`src/rtl/multicycle_control_unit.sv`:
```
// Multi-cycle RV32I control FSM: sequences FETCH/DECODE/EXEC/MEM/WB and drives datapath controls.
// Define CU_JAL_EN to make JAL (opcode 1101111) legal; otherwise it traps as an illegal opcode.
module multicycle_control_unit #(
   parameter int ALU_OP_W     = 4,
   parameter int MEM_WAIT_MAX = 15
) (
   input  logic                clk,
   input  logic                rst_n,
   input  logic [31:0]         instr,
   input  logic                mem_ready,
   input  logic                zero,
   output logic                pc_write,
   output logic                pc_src,
   output logic                ir_write,
   output logic                i_or_d,
   output logic                mem_read,
   output logic                mem_write,
   output logic                reg_write,
   output logic                mem_to_reg,
   output logic [1:0]          alu_a_sel,
   output logic [1:0]          alu_b_sel,
   output logic [ALU_OP_W-1:0] alu_op,
   output logic [2:0]          state,
   output logic                trap,
   output logic [1:0]          trap_cause
);

   typedef enum logic [2:0] {
      S_FETCH  = 3'd0,
      S_DECODE = 3'd1,
      S_EXEC   = 3'd2,
      S_MEM    = 3'd3,
      S_WB     = 3'd4,
      S_JUMP   = 3'd5,
      S_TRAP   = 3'd7
   } state_t;

   typedef enum logic [2:0] {
      CLS_R, CLS_I, CLS_LOAD, CLS_STORE, CLS_BRANCH, CLS_JAL
   } cls_t;

   localparam logic [7:0] WAIT_MAX  = 8'(MEM_WAIT_MAX);
   localparam logic [6:0] OP_R      = 7'b0110011;
   localparam logic [6:0] OP_I      = 7'b0010011;
   localparam logic [6:0] OP_LOAD   = 7'b0000011;
   localparam logic [6:0] OP_STORE  = 7'b0100011;
   localparam logic [6:0] OP_BRANCH = 7'b1100011;
`ifdef CU_JAL_EN
   localparam logic [6:0] OP_JAL    = 7'b1101111;
`endif

   state_t     cur;
   cls_t       cls;
   logic [7:0] wait_cnt;
   logic [6:0] opcode;
   logic [2:0] funct3;
   logic       funct7_b5;
   logic       dec_legal;
   cls_t       dec_cls;
   logic [3:0] op4;
   logic       unused_bits;

   assign opcode      = instr[6:0];
   assign funct3      = instr[14:12];
   assign funct7_b5   = instr[30];
   assign unused_bits = ^{instr[31], instr[29:15], instr[11:7]};
   assign state       = cur;
   assign alu_op      = ALU_OP_W'(op4);

   always_comb begin
      dec_legal = 1'b1;
      dec_cls   = CLS_R;
      case (opcode)
         OP_R:      dec_cls = CLS_R;
         OP_I:      dec_cls = CLS_I;
         OP_LOAD:   dec_cls = CLS_LOAD;
         OP_STORE:  dec_cls = CLS_STORE;
         OP_BRANCH: dec_cls = CLS_BRANCH;
`ifdef CU_JAL_EN
         OP_JAL:    dec_cls = CLS_JAL;
`endif
         default:   dec_legal = 1'b0;
      endcase
   end

   // wait_cnt is zero outside FETCH/MEM because both states clear it on every exit.
   always_ff @(posedge clk) begin
      if (!rst_n) begin
         cur        <= S_FETCH;
         cls        <= CLS_R;
         wait_cnt   <= 8'd0;
         trap       <= 1'b0;
         trap_cause <= 2'b00;
      end else begin
         case (cur)
            S_FETCH, S_MEM: begin
               if (mem_ready) begin
                  wait_cnt <= 8'd0;
                  if (cur == S_FETCH)
                     cur <= S_DECODE;
                  else
                     cur <= (cls == CLS_LOAD) ? S_WB : S_FETCH;
               end else if (wait_cnt == WAIT_MAX) begin
                  wait_cnt   <= 8'd0;
                  cur        <= S_TRAP;
                  trap       <= 1'b1;
                  trap_cause <= 2'b10;
               end else begin
                  wait_cnt <= wait_cnt + 8'd1;
               end
            end
            S_DECODE: begin
               if (dec_legal) begin
                  cls <= dec_cls;
                  cur <= S_EXEC;
               end else begin
                  cur        <= S_TRAP;
                  trap       <= 1'b1;
                  trap_cause <= 2'b01;
               end
            end
            S_EXEC: begin
               case (cls)
                  CLS_R, CLS_I:        cur <= S_WB;
                  CLS_LOAD, CLS_STORE: cur <= S_MEM;
                  CLS_BRANCH: begin
                     if (funct3[2:1] == 2'b00) begin
                        cur <= S_FETCH;
                     end else begin
                        cur        <= S_TRAP;
                        trap       <= 1'b1;
                        trap_cause <= 2'b01;
                     end
                  end
`ifdef CU_JAL_EN
                  CLS_JAL:             cur <= S_JUMP;
`endif
                  default:             cur <= S_FETCH;
               endcase
            end
            S_WB:    cur <= S_FETCH;
`ifdef CU_JAL_EN
            S_JUMP:  cur <= S_FETCH;
`endif
            S_TRAP:  cur <= S_TRAP;
            default: cur <= S_FETCH;
         endcase
      end
   end

   always_comb begin
      pc_write   = 1'b0;
      pc_src     = 1'b0;
      ir_write   = 1'b0;
      i_or_d     = 1'b0;
      mem_read   = 1'b0;
      mem_write  = 1'b0;
      reg_write  = 1'b0;
      mem_to_reg = 1'b0;
      alu_a_sel  = 2'b00;
      alu_b_sel  = 2'b00;
      op4        = 4'b0000;
      case (cur)
         S_FETCH: begin
            mem_read  = 1'b1;
            alu_a_sel = 2'b01;
            alu_b_sel = 2'b10;
            ir_write  = mem_ready;
            pc_write  = mem_ready;
         end
         S_DECODE: begin
            // old PC + imm lands in ALU-out as the branch target
            alu_a_sel = 2'b10;
            alu_b_sel = 2'b01;
         end
         S_EXEC: begin
            case (cls)
               CLS_R: op4 = {funct7_b5, funct3};
               CLS_I: begin
                  alu_b_sel = 2'b01;
                  op4       = {(funct3 == 3'b101) & funct7_b5, funct3};
               end
               CLS_LOAD, CLS_STORE: alu_b_sel = 2'b01;
               CLS_BRANCH: begin
                  op4    = 4'b1000;
                  pc_src = 1'b1;
                  case (funct3)
                     3'b000:  pc_write = zero;
                     3'b001:  pc_write = !zero;
                     default: pc_write = 1'b0;
                  endcase
               end
`ifdef CU_JAL_EN
               CLS_JAL: begin
                  alu_a_sel = 2'b10;
                  alu_b_sel = 2'b10;
                  reg_write = 1'b1;
               end
`endif
               default: ;
            endcase
         end
         S_MEM: begin
            i_or_d    = 1'b1;
            mem_read  = (cls == CLS_LOAD);
            mem_write = (cls == CLS_STORE);
         end
         S_WB: begin
            reg_write  = 1'b1;
            mem_to_reg = (cls == CLS_LOAD);
         end
`ifdef CU_JAL_EN
         S_JUMP: begin
            pc_write = 1'b1;
            pc_src   = 1'b1;
         end
`endif
         default: ;
      endcase
      if (!rst_n) begin
         pc_write  = 1'b0;
         ir_write  = 1'b0;
         mem_read  = 1'b0;
         mem_write = 1'b0;
         reg_write = 1'b0;
      end
   end

endmodule

```
`config.mk`:
```
export PLATFORM = sky130hd
export DESIGN_NAME = multicycle_control_unit
export DESIGN_NICKNAME = d
export VERILOG_FILES = /design/src/rtl/multicycle_control_unit.sv
export SDC_FILE = /design/constraint.sdc
export NUM_CORES = 1
export LEC_CHECK = 0
export BUFFER_PORTS_ARGS = -buffer_cell sky130_fd_sc_hd__buf_2
export CORE_MARGIN = 3
export CORE_UTILIZATION = 45
export DETAILED_ROUTE_END_ITERATION = 10
export PLACE_DENSITY_LB_ADDON = 0.3
export SYNTH_ARGS = -nofsm -noshare
export SYNTH_HDL_FRONTEND = slang
export SYNTH_SLANG_ARGS = --single-unit
```
`constraint.sdc`:
```
create_clock -name clk -period 1.95 [get_ports clk]
set_clock_uncertainty 0.15 [all_clocks]
set_input_delay 0.39 -clock clk [delete_from_list [all_inputs] [get_ports clk]]
set_output_delay 0.39 -clock clk [all_outputs]
set_load 0.005 [all_outputs]
```
==> metrics.md, run 1 <==
| Metric | Value |
|---|---|
| Drt pass-1 iters | `4` |
| Post-synth cell types | `42` |
| Sequential-to-total area share from yosys stat | `28.60%` |
| Max_slew headroom | `71.34%` |
| Clock Sinks | `17` |
| WL/cell | `14.45 um` |
| Core area | `0.002500 sq mm` |
| Finished Layout Cells | `247` |
| Fin Hold WS | `275.8 ps` |
| Clock slew at reported path FFs | `90 ps` |
| CTS HTree Levels | `1` |
| Register area | `359.1 sq um` |
| Ys async rst share | `0%` |
| Vias in the first global route | `1341` |
| Worst slack, placed | `35.69 ps` |
| Post-route minimum period | `1918 ps` |
| Static Leak | `0.7891 nW` |
| Count of filler cells inserted in the layout | `216` |
| Core Util, Final | `66.52%` |
| Crit end category | `output port` |
| Setup CP Type | `reg2out` |
| Initial antenna violation count | `0` |
| Placed Cells | `238` |
| Placed cell areas | `0.001495 sq mm` |
| Worst Tran Pin Value | `423.3 ps` |
| Synthesized area | `0.001190 sq mm` |
| Row cnt | `18` |
| Hpwl dp | `2589 um` |
| Area of the multi-input gates | `842.1 sq um` |
| Fin. max-slew vios | `0` |
| Max Freq | `521.3 MHz` |
| Most common cell after layout, fill and taps aside | `buf_2` |
| DIE AREA | `0.003297 sq mm` |
| Worst Path Arrival | `1380 ps` |
| Ant diodes | `0` |
| Largest net degree at the start of global routing | `15` |
| First-pass GRT wire length | `5699 um` |
| Setup TNS | `0 ps` |
| Worst hold path class | `in2reg` |
| Initial Utilization | `47.60%` |
| Worst-path maximum fanout | `7` |
| Die Span Y | `57.42 um` |
| Clock Path Buffers | `2` |
| Cts hold-fix bufs | `0` |
| GRT Total Usage | `21.20%` |
| Most frequent cells in the layout | `buf_2, buf_4, nor2_1` |
| Post-Synthesis Cells | `164` |
| CTS root buf | `clkbuf_4` |
| Overflow after GRT | `0` |
| I/O Pins | `58` |
| EDFF count, synth | `0` |
| Total of max-cap violations | `0` |
| Crit share post-route | `98.38%` |
| Final Total Pwr | `2.160 mW` |
| Detailed-route wire length | `3568 um` |
| Worst Path Required | `1410 ps` |
| Routed Antenna Nets | `0` |
| Ys flop type | `dfxtp_1` |
| Clk Latency, worst-skew pair | `290 ps` |
| Setup WS post-layout | `31.63 ps` |
| Final setup violating endpoints | `0` |
| Hold Vio Cnt, Final | `0` |
| P&R area growth vs syn | `39.75%` |
| Final instance area | `0.001663 sq mm` |
| Vias | `1408` |
| Yosys reg bits | `17` |
| Share of cells above drive strength 1 | `39.63%` |
| GPL Wtd Cong | `0.9430` |
| Via/cell ratio | `5.700` |
| Ys Warns | `0` |
| Nets@finish | `255` |
| Avg Inst Size Synth | `7.255 sq um` |
| CTS buffer count | `3` |
| Starting DRC count in detailed routing | `51` |
| Peak supply drop | `1.197 mV` |
| DRC viols | `0` |
| Status | `completed` |
| Startpoint types | `register` |
| CTS tree | `built` |
| P per Cell Area | `1299 mW/mm^2` |
| Horiz. Die Dim | `57.42 um` |
| RSZ-0062 raised after global routing | `true` |
| PortBufs | `36` |
| Synthesized net count | `201` |
[area by class of cell]
cell class / instances / share of cell area (%)
clock buffers: 3 / 1.354
multi-input cells: 131 / 50.64
flip-flops and latches: 17 / 21.60
inverters: 8 / 2.107
clock inverters: 1 / 0.3010
repair buffers: 57 / 21.75
well taps: 30 / 2.257
[power by group]
group          internal, mW  switching [mW]  total [mW]
sequential            0.435           0.107       0.542
combinational         0.713           0.719        1.43
clock                0.0763           0.110       0.186
total                  1.22           0.936        2.16
[cells by family (layout without fill, tap and decap cells)]
kind of cell	Yosys count	count (layout)	share of synthesized area (%)
AND/OR/NAND/NOR	82	82	37.12
AO/OA/AOI/OAI	43	43	24.19
flip-flops	17	17	28.60
buffers and inverters	16	69	5.258
XOR/XNOR	4	4	2.945
adder cells (fa/ha/maj)	1	1	1.051
multiplexers	1	1	0.8413
[critical path, cell delays in order (launching register included)]
cell	delay, ps
dfxtp_4	380
nand2b_4	140
nor2_2	120
nand3_1	120
inv_2	80
a41o_1	150
buf_2	110
[cells in the mapped netlist (3+ instances only)]
master	instances	area share [%]
dfxtp_1	17	29
nor2_1	17	5.4
o21ai_0	14	5.9
nand2_1	13	4.1
nand3_1	9	3.8
inv_1	8	2.5
nor3_1	8	3.4
a21oi_1	7	2.9
nor2b_1	7	3.7
clkbuf_1	6	1.9
and2_1	5	2.6
and3_1	5	2.6
a21boi_0	4	2.5
a22oi_1	3	1.9
nand2b_1	3	1.6
nand3b_1	3	1.9
o21a_1	3	1.9
xor2_1	3	2.2
[worst paths after layout]
path	slack [ps]	to	start	cells past startpoint
min	280	state[0]	rst_n	2
max reg2reg	40	state[0]	wait_cnt[1]	7
min reg2reg	330	trap_cause[0]	trap_cause[0]	2
max	30	pc_write	state[0]	6
[flip-flops by register name, summed over array words and instances, names as in the netlist]
register,cells
wait_cnt,8
cls,3
trap_cause,2
trap,1
state,3
[metal layers]
layer  share of wire, %  vias up  track usage (%)
met5                  0        -                0
met4               0.48        0            6.623
met3                7.6        4            4.525
met2                 51       53            37.10
met1                 41      664            25.69
li1                   -      687                -
[repair_timing]
action / in CTS / in global routing
buffers inserted: 1 / 4
endpoints found under the hold margin: 0 / 0
resized for setup: 11 / 23
setup endpoints to repair: 9 / 13
pin swaps: 5 / 4
No activity file was read; power rests on OpenSTA's default activity.
==> run 2: changes to the inputs <==
CELL_PAD_IN_SITES_DETAIL_PLACEMENT = 0   (was unset)
CELL_PAD_IN_SITES_GLOBAL_PLACEMENT = 1   (was unset)
CORE_UTILIZATION = 31   (was 45)
==> metrics.md, run 2 (same netlist as run 1, synthesis figures left out) <==
| Metric | Value |
|---|---|
| Overflow after GRT | `0 (unchanged)` |
| Horiz. Die Dim | `67.96 um (was 57.42 um)` |
| Crit share post-route | `97.82% (was 98.38%)` |
| DRC viols | `0 (unchanged)` |
| Met2 Routed Length | `1510 um (was 1807 um)` |
| Initial Utilization | `33.80% (was 47.60%)` |
| Post-route minimum period | `1907 ps (was 1918 ps)` |
| Fin. max-slew vios | `0 (unchanged)` |
| Met3 wire length | `146 um (was 270 um)` |
| CTS HTree Levels | `1 (unchanged)` |
| Detailed-route wire length | `3343 um (was 3568 um)` |
| Worst Path Arrival | `1370 ps (was 1380 ps)` |
| Crit end category | `output port (unchanged)` |
| Cts hold-fix bufs | `0 (unchanged)` |
| Max Used Layer | `met4 (unchanged)` |
| Post-CTS Repair Setup Buffers | `0 (was 1)` |
| Startpoint types | `register (unchanged)` |
| Most frequent cells in the layout | `buf_2, buf_4, nor2_1 (unchanged)` |
| Peak supply drop | `0.7021 mV (was 1.197 mV)` |
| Final setup violating endpoints | `0 (unchanged)` |
| Final Total Pwr | `2.146 mW (was 2.160 mW)` |
| Total of max-cap violations | `0 (unchanged)` |
| Routed Antenna Nets | `0 (unchanged)` |
| Register area | `352.8 sq um (was 359.1 sq um)` |
| Hold Vio Cnt, Final | `0 (unchanged)` |
| Max Freq | `524.3 MHz (was 521.3 MHz)` |
| Max_slew headroom | `77.75% (was 71.34%)` |
| CTS root buf | `clkbuf_8 (was clkbuf_4)` |
| Via/cell ratio | `5.195 (was 5.700)` |
| Core Util, Final | `47.55% (was 66.52%)` |
| Clock slew at reported path FFs | `60 ps (was 90 ps)` |
| Ant diodes | `0 (unchanged)` |
| Hpwl dp | `2626 um (was 2589 um)` |
| Die Span Y | `67.96 um (was 57.42 um)` |
| GRT Total Usage | `15.88% (was 21.20%)` |
| Setup CP Type | `reg2out (unchanged)` |
| WL/cell | `12.57 um (was 14.45 um)` |
| Worst-path maximum fanout | `8 (was 7)` |
| Clock Path Buffers | `2 (unchanged)` |
| Most common cell after layout, fill and taps aside | `buf_2 (unchanged)` |
| Vias | `1382 (was 1408)` |
| Worst hold path class | `reg2reg (was in2reg)` |
| Initial antenna violation count | `0 (unchanged)` |
| RSZ-0062 raised after global routing | `true (unchanged)` |
| Count of filler cells inserted in the layout | `362 (was 216)` |
| Share of cells above drive strength 1 | `37.27% (was 39.63%)` |
| Status | `completed (unchanged)` |
| Placed Cells | `262 (was 238)` |
| CTS tree | `built (unchanged)` |
| P per Cell Area | `1282 mW/mm^2 (was 1299 mW/mm^2)` |
| CTS buffer count | `3 (unchanged)` |
| Core area | `0.003521 sq mm (was 0.002500 sq mm)` |
| M1 WL | `1670 um (was 1472 um)` |
| Row cnt | `21 (was 18)` |
| Finished Layout Cells | `266 (was 247)` |
| Clock Sinks | `17 (unchanged)` |
| Nets@finish | `258 (was 255)` |
| I/O Pins | `58 (unchanged)` |
| First-pass GRT wire length | `5671 um (was 5699 um)` |
| Clk Latency, worst-skew pair | `240 ps (was 290 ps)` |
| Vias in the first global route | `1256 (was 1341)` |
| Largest register FFs | `8 (unchanged)` |
| Drt pass-1 iters | `4 (unchanged)` |
| P&R area growth vs syn | `40.69% (was 39.75%)` |
| Worst Tran Pin Value | `333.0 ps (was 423.3 ps)` |
| GPL Wtd Cong | `0.7850 (was 0.9430)` |
| Biggest register | `wait_cnt (unchanged)` |
| Worst Path Required | `1410 ps (about the same)` |
| Area of the multi-input gates | `828.3 sq um (was 842.1 sq um)` |
| Largest net degree at the start of global routing | `18 (was 15)` |
| Static Leak | `0.7970 nW (was 0.7891 nW)` |
| Starting DRC count in detailed routing | `85 (was 51)` |
| DIE AREA | `0.004618 sq mm (was 0.003297 sq mm)` |
| PortBufs | `36 (unchanged)` |
run 2: cell count changes in the layout (fill, tap and decap cells not counted), sizes merged:
cell    delta
buf        +3
clkbuf     +1
clkinv     -1
run 2: through the flow:
| stage | worst slack (ps) | hold WS (ps) | setup TNS (ps) | cell area (sq um) |
|---|---|---|---|---|
| after floorplan | 141.5 | 314.3 | 0 | 1190 |
| after global placement | 25.62 | 296.0 | 0 | 1575 |
| after detailed placement | 32.57 | 302.1 | 0 | 1575 |
| after CTS | 3.559 | 324.6 | 0 | 1624 |
| after global routing | -49.25 | 347.3 | -85.84 | 1674 |
| final | 42.55 | 316.0 | 0 | 1674 |
run 2: final cells by class:
type	instances	share of cell area (%)
inverters	8	1.794
flip-flops and latches	17	21.08
multi-input cells	131	49.48
repair buffers	60	21.52
clock buffers	4	2.691
well taps	46	3.438
run 2: what timing repair did:
action / CTS / global route
resized for setup: 3 / 14
endpoints found under the setup margin: 9 / 10
pin swaps: 0 / 1
gates cloned: 0 / 0
run 2: layer usage:
metal,vias up,GRT usage (%)
met2,30,25.63
met1,652,21.67
met5,-,0
met3,2,3.612
met4,0,2.978
li1,698,-
run 2: power by group:
group,internal (mW),total [mW],switching [mW]
Sequential,0.431,0.548,0.117
Clock,0.145,0.257,0.113
Combinational,0.683,1.34,0.658
Total,1.26,2.15,0.888
run 2: path summary, 6_finish.rpt:
check                           slack (ps)  cells past startpoint   endpoint        start
worst min-delay path                   320                      1       trap         trap
worst min register to register         320                      1       trap         trap
worst max register to register         140                      7   state[0]  wait_cnt[1]
worst max-delay path                    40                      3  alu_op[3]       cls[2]
run 2: worst max-delay path, stage by stage, from the launching register on:
cell	delay (ps)
dfxtp_4	370
or4bb_1	500
a21oi_1	130
buf_2	120
